[config.mk]
export PLATFORM = sky130hd
export DESIGN_NAME = tdm_demux8
export DESIGN_NICKNAME = d
export VERILOG_FILES = /design/src/rtl/tdm_demux8.sv
export SDC_FILE = /design/constraint.sdc
export NUM_CORES = 1
export LEC_CHECK = 0
export BUFFER_PORTS_ARGS = -buffer_cell sky130_fd_sc_hd__buf_2
export CORE_UTILIZATION = 56
export CTS_CLUSTER_DIAMETER = 150
export DETAILED_ROUTE_END_ITERATION = 8
export MAX_ROUTING_LAYER = met4
export PLACE_DENSITY_LB_ADDON = 0.15
export SETUP_SLACK_MARGIN = 0.4
export SLEW_MARGIN = 20
export SYNTH_ARGS = -nofsm -noshare
export SYNTH_HDL_FRONTEND = slang
export SYNTH_SLANG_ARGS = --single-unit
[constraint.sdc]
create_clock -name clk -period 4.8 [get_ports clk]
set_clock_uncertainty 0.15 [all_clocks]
set_input_delay 0.48 -clock clk [delete_from_list [all_inputs] [get_ports clk]]
set_output_delay 0.48 -clock clk [all_outputs]
set_load 0.02 [all_outputs]
[src/rtl/tdm_demux8.sv]
// tdm_demux8: 8-channel serial TDM demultiplexer with sync-based framing.
// A frame is 8 qualified bits, channel 0 first, with sync high on channel 0.
// Ports:
//   clk        - clock, rising edge
//   rst        - asynchronous active-high reset
//   din        - serial data, one channel bit per valid cycle
//   din_valid  - qualifies din and sync
//   sync       - frame marker, high with the channel-0 bit
//   q          - channels of the last complete frame (q[i] = channel i)
//   frame_done - one-cycle pulse when q is updated
//   sel        - channel index expected on the next valid bit
//   locked     - high while receiving framed data
//   sync_err   - one-cycle pulse on early or missing sync
module tdm_demux8 (
   input  logic       clk,
   input  logic       rst,
   input  logic       din,
   input  logic       din_valid,
   input  logic       sync,
   output logic [7:0] q,
   output logic       frame_done,
   output logic [2:0] sel,
   output logic       locked,
   output logic       sync_err
);

   localparam int unsigned CH_W  = 3;
   localparam int unsigned NCH   = 8;
   localparam logic [CH_W-1:0] LAST_CH = CH_W'(NCH - 1);

   typedef enum logic {HUNT = 1'b0, RECV = 1'b1} state_t;

   state_t          state, state_n;
   logic [CH_W-1:0] cnt, cnt_n;
   logic [NCH-1:0]  hold, hold_n;
   logic [NCH-1:0]  q_n;
   logic            frame_done_n;
   logic            sync_err_n;

   // State and datapath registers
   always_ff @(posedge clk or posedge rst) begin
      if (rst) begin
         state      <= HUNT;
         cnt        <= '0;
         hold       <= '0;
         q          <= '0;
         frame_done <= 1'b0;
         sync_err   <= 1'b0;
      end else begin
         state      <= state_n;
         cnt        <= cnt_n;
         hold       <= hold_n;
         q          <= q_n;
         frame_done <= frame_done_n;
         sync_err   <= sync_err_n;
      end
   end

   // Next-state and framing decisions
   always_comb begin
      state_n      = state;
      cnt_n        = cnt;
      hold_n       = hold;
      q_n          = q;
      frame_done_n = 1'b0;
      sync_err_n   = 1'b0;

      if (din_valid) begin
         unique case (state)
            HUNT: begin
               if (sync) begin
                  hold_n[0] = din;
                  cnt_n     = CH_W'(1);
                  state_n   = RECV;
               end
            end
            RECV: begin
               if (sync) begin
                  // Sync restarts the frame; mid-frame it also flags an error
                  sync_err_n = (cnt != '0);
                  hold_n[0]  = din;
                  cnt_n      = CH_W'(1);
               end else if (cnt == '0) begin
                  // Missing sync: drop lock and hunt again
                  sync_err_n = 1'b1;
                  state_n    = HUNT;
               end else if (cnt == LAST_CH) begin
                  // Last channel goes straight to q; stale hold bits cannot leak
                  // because every channel 1..6 was written during this frame
                  q_n          = {din, hold[NCH-2:0]};
                  frame_done_n = 1'b1;
                  cnt_n        = '0;
               end else begin
                  hold_n[cnt] = din;
                  cnt_n       = CH_W'(cnt + CH_W'(1));
               end
            end
            default: state_n = HUNT;
         endcase
      end
   end

   assign sel    = cnt;
   assign locked = (state == RECV);

endmodule

; Word level (Yosys, flattened, before mapping)
; Cells that the tools add are included.
[word_totals]
reg_bits = 22
[classes]
magnitude_cmp = 2
eq_ne = 4
bitwise = 4
n_reduce_logical = 7
muxes = 26
n_addsub = 1
[op_table]
columns = operator, count
row1 = 1-bit two-way mux, 17
row2 = 3-bit two-way mux, 4
row3 = 5-bit AND reduction, 2
row4 = 8-bit bitwise mux, 1
row5 = 3-bit != test (second input constant), 2
row6 = 3-bit one-hot mux with 2 select lines, 1
row7 = 3-bit by 4-bit < comparator with 1-bit output (second input constant), 1
row8 = 1-bit inverter, 4
row9 = 1-bit one-hot mux with 2 select lines, 2
row10 = 4-bit AND reduction, 1
row11 = 3-bit by 1-bit adder with 3-bit output (second input constant), 1
row12 = 1-bit demux with 3-bit select, 1
row13 = 3-bit equality test (second input constant), 1
row14 = 3-bit by 1-bit greater-or-equal comparator with 1-bit output (second input constant), 1
row15 = 3-bit zero test, 1
row16 = 3-bit AND reduction, 1
row17 = 3-bit nonzero test, 1
row18 = 2-bit != test (second input constant), 1
row19 = 1-bit logical AND, 1

; Depth between registers and ports, before layout
[logic_depth]
word_depth = 9
ltp_mapped = 7
mapped_depth_nobuf = 6

; Worst setup path before layout
; OpenSTA, ideal clock, no wires.
[synth_path]
path_kind = register -> register
startpoint = register cnt[0] (netlist: sel[0])
endpoint = register hold[0]
stages_incl_launch_ff = 6
t_arrival_ps = 1797
setup_slack_ps = 2725
cell_sequence = dfrtp_1 > ha_1 > ha_1 > or4_1 > a21oi_1 > mux2_1
[synth_via]
elab_chain_cells = 9
elab_cells_between_ends = 15
classes_between = 2 x order compare / 3 x eq/ne / 7 x mux / 3 x reduce/logical
[synth_lines]
columns = element, line
row1 = "start, declared", 34  ; logic [CH_W-1:0] cnt, cnt_n;
row2 = "start signal, assigned", 51  ; cnt <= cnt_n;
row3 = 3-bit by 4-bit < comparator with 1-bit output (implied by the code) / 3-bit by 1-bit greater-or-equal comparator with 1-bit output (equally long branches), 94  ; hold_n[cnt] = din;
row4 = 1-bit logical AND (implied by the code), 94
row5 = 1-bit two-way mux (implied by the code), 94
row6 = 1-bit demux with 3-bit select, 94
row7 = 8-bit bitwise mux, 94
row8 = 1-bit two-way mux, 87  ; end else if (cnt == LAST_CH) begin
row9 = 1-bit two-way mux, 83  ; end else if (cnt == '0) begin
row10 = 1-bit two-way mux, 78  ; if (sync) begin
row11 = 1-bit one-hot mux with 2 select lines, 69  ; unique case (state)
row12 = "end signal, assigned", 52  ; hold <= hold_n;
row13 = "end, declared", 35  ; logic [NCH-1:0] hold, hold_n;
; Parallel ways exist; a longest one is shown, timed or not. The select of a mux whose other input is x is not followed.
; A chain may end at the register's enable or synchronous reset.

; Worst setup path after layout
[layout_path]
startpoint = register cnt[0] (netlist: sel[0])
endpoint = register q[5]
[layout_via]
elab_chain_cells = 3
elab_cells_between_ends = 4
classes_between = 1 x eq/ne / 1 x bitwise / 2 x reduce/logical
[layout_lines]
columns = element, line
row1 = 3-bit zero test, 83
row2 = 1-bit inverter (no line), -
row3 = 5-bit AND reduction (no line) *, -
row4 = "end signal, assigned", 53  ; q <= q_n;
row5 = "end, declared", 20  ; output logic [7:0] q,
; Every way passes the cells marked *; elsewhere a longest branch is shown, timed or not.

==> impl_metrics.yaml <==
yosys:
  synth_seq_cells: 21
  yosysWarnings: 0
  synth_seq_area_share: 0.551
  synth_top_area_share: 0.551
  synth_cells: 76
  syn_nets: 86
  avgSynthCellArea_um2: 12.5
  syn_area_um2: 953
  synth_top_area_cell: "dfrtp_1"
  synth_cell_types: 19
  yosys-top-cells-area: "dfrtp_1 (55%), mux2_1 (18%), ha_1 (6.6%)"
global_routing:
  grt_overflow: 0
  grt_pass1_wl_mm: 2.76
  antenna_found_initial: 0
  grt_max_degree: 22
  grt_use_total: 0.210
  grt_pass1_vias: 626
placed_design:
  pre_cts_ws_ns: 2.60
  place_congestion: 0.802
  io_buffers: 18
  hpwl_mm: 1.19
  dp.cells: 109
  place_area_um2: 1060
detailed_routing:
  dr.pass1.iters: 4
  wl_per_cell_um: 14.3
  vias_per_cell: 5.74
  ant_nets: 0
  wirelength_mm: 1.61
  first_iter_violations: 6
  vias: 649
  drc: 0
timing:
  holdWs_ns: 0.126
  rsz0062_at_grt: "no"
  fin_crit_sh: 0.465
  tightest_slew_ns: 0.759
  max_freq_ghz: 0.448
  slew_headroom: 0.494
  fin_ws_ns: 2.57
  finalMaxSlewViolations: 0
  hold_violations: 0
  finalSetupViolCount: 0
  finalCriticalPeriod_ns: 2.23
  tns_ns: 0
worst_setup_path:
  cp.required_ns: 4.86
  critPathSlowestCell: "dfrtp_1"
  crit_arrival_ns: 2.29
  r2r-end: "q[5]$_DFFE_PP0P_"
  end_kind: "register"
  path_depth: 6
  crit_chain: "inv_1, ha_1, nor2b_2, nor3_1, and2_1, mux2_1"
  worstPathMaxFanout: 9
  reg2reg_slack_ns: 2.57
  cpPeakStageDelay_ns: 0.50
  regToRegStartpoint: "sel[0]$_DFFE_PP0P_"
  critPathLaunch: "sel[0]$_DFFE_PP0P_"
  critPathBufInv: 1
  r2r_cells: 6
  crit_type: "reg2reg"
  endpoint: "q[5]$_DFFE_PP0P_"
  cp_top_family: "simple AND/OR/NAND/NOR gates"
  startpoint_type: "register"
cells_and_area:
  nets: 108
  stdcell_count: 113
  drive_above_1_share: 0.258
  utilization: 0.705
  multiInputGateArea_um2: 405
  n_antenna_cell: 0
  final-seq-area_um2: 526
  final_cell_mix: "dfrtp_1 (21), buf_2 (18), mux2_1 (15), ha_1 (5)"
  final_common_cell: "dfrtp_1"
  syn_to_final_growth_pct: 13.9
  fin_area_um2: 1090
  nFillCells: 124
cts:
  cts_hold_buf: 0
  htree_levels: 1
  cts_buffers: 3
  root_buffer: "clkbuf_4"
  cts_sinks: 21
  post_cts_buffers: 0
  cts_resized: 0
  clk_pin_slew_ns: 0.12
  cts.path.max_buffers: 2
  cts_tree: "done"
  worst_skew_pair.late_latency_ns: 0.31
power_and_ir_drop:
  power_mw: 0.576
  vdd_drop_max_uv: 300
  p_leak_nw: 0.589
  p_per_area_nw_per_um2: 530
floorplan:
  die_w_um: 43.3
  die_y_um: 43.3
  row_count: 14
  core_um2: 1540
  initial_core_util: 0.619
  die_area_um2: 1870
  io-pin-count: 19
flow_run:
  cap_violations: 0
min_path:
  min-delay-path-class: "in2async"
run_status:
  status: "finished, final reports clean"
==> worst min-delay path by stage <==
stage          slack, ns                   to  depth (start not counted)
3_3_place_gp        0.31     q[7]$_DFFE_PP0P_                          1
5_1_grt             0.18     q[7]$_DFFE_PP0P_                          2
4_1_cts             0.14     q[7]$_DFFE_PP0P_                          2
2_1_floorplan       0.30  hold[3]$_DFFE_PP0P_                          1
3_5_place_dp        0.32     q[2]$_DFFE_PP0P_                          1
6_report            0.13     q[7]$_DFFE_PP0P_                          2
==> registers in the layout (all words and copies together), names as in the netlist <==
signal	flops
hold	7
sel	3
frame_done	1
q	8
locked	1
sync_err	1
==> metal layers <==
metal / track usage / part of all wire
met5: - / 0
met4: 0.103 / 0.021
met3: 0.0468 / 0.050
met2: 0.316 / 0.47
met1: 0.268 / 0.46
==> cell families after synthesis <==
group	Yosys count	share of synthesized area
and+or+nand+nor	22	0.129
muxes	15	0.177
AOI/OAI and AO/OA	8	0.0538
DFF	21	0.551
buffers and inverters	5	0.0236
adders and majority gates	5	0.0656
==> cell type report <==
cell class / instances / share of cell area
Inverter: 4 / 0.0138
Clock inverter: 1 / 0.00691
Clock buffer: 3 / 0.0207
Timing Repair Buffer: 18 / 0.0829
Sequential cell: 21 / 0.484
Multi-Input combinational cell: 50 / 0.373
Tap cell: 16 / 0.0184
==> synth_stat cells <==
library cell	number
dfrtp_1	21
mux2_1	15
ha_1	5
inv_1	4
nand2_1	4
nor3_1	4
a21oi_1	3
nor2_1	3
o21ai_0	3
and2_1	2
and3_1	2
nand3_1	2
nor2b_2	2
a2bb2oi_2	1
a31oi_1	1
buf_4	1
nand3b_1	1
nand4b_1	1
or4_1	1
==> where the power goes <==
part	leakage, nW	internal [mW]	switching (mW)
combinational	0.301	0.0879	0.122
clock	0.0139	0.0319	0.0559
sequential	0.275	0.232	0.0458
Power figures use the tool's default switching activity.
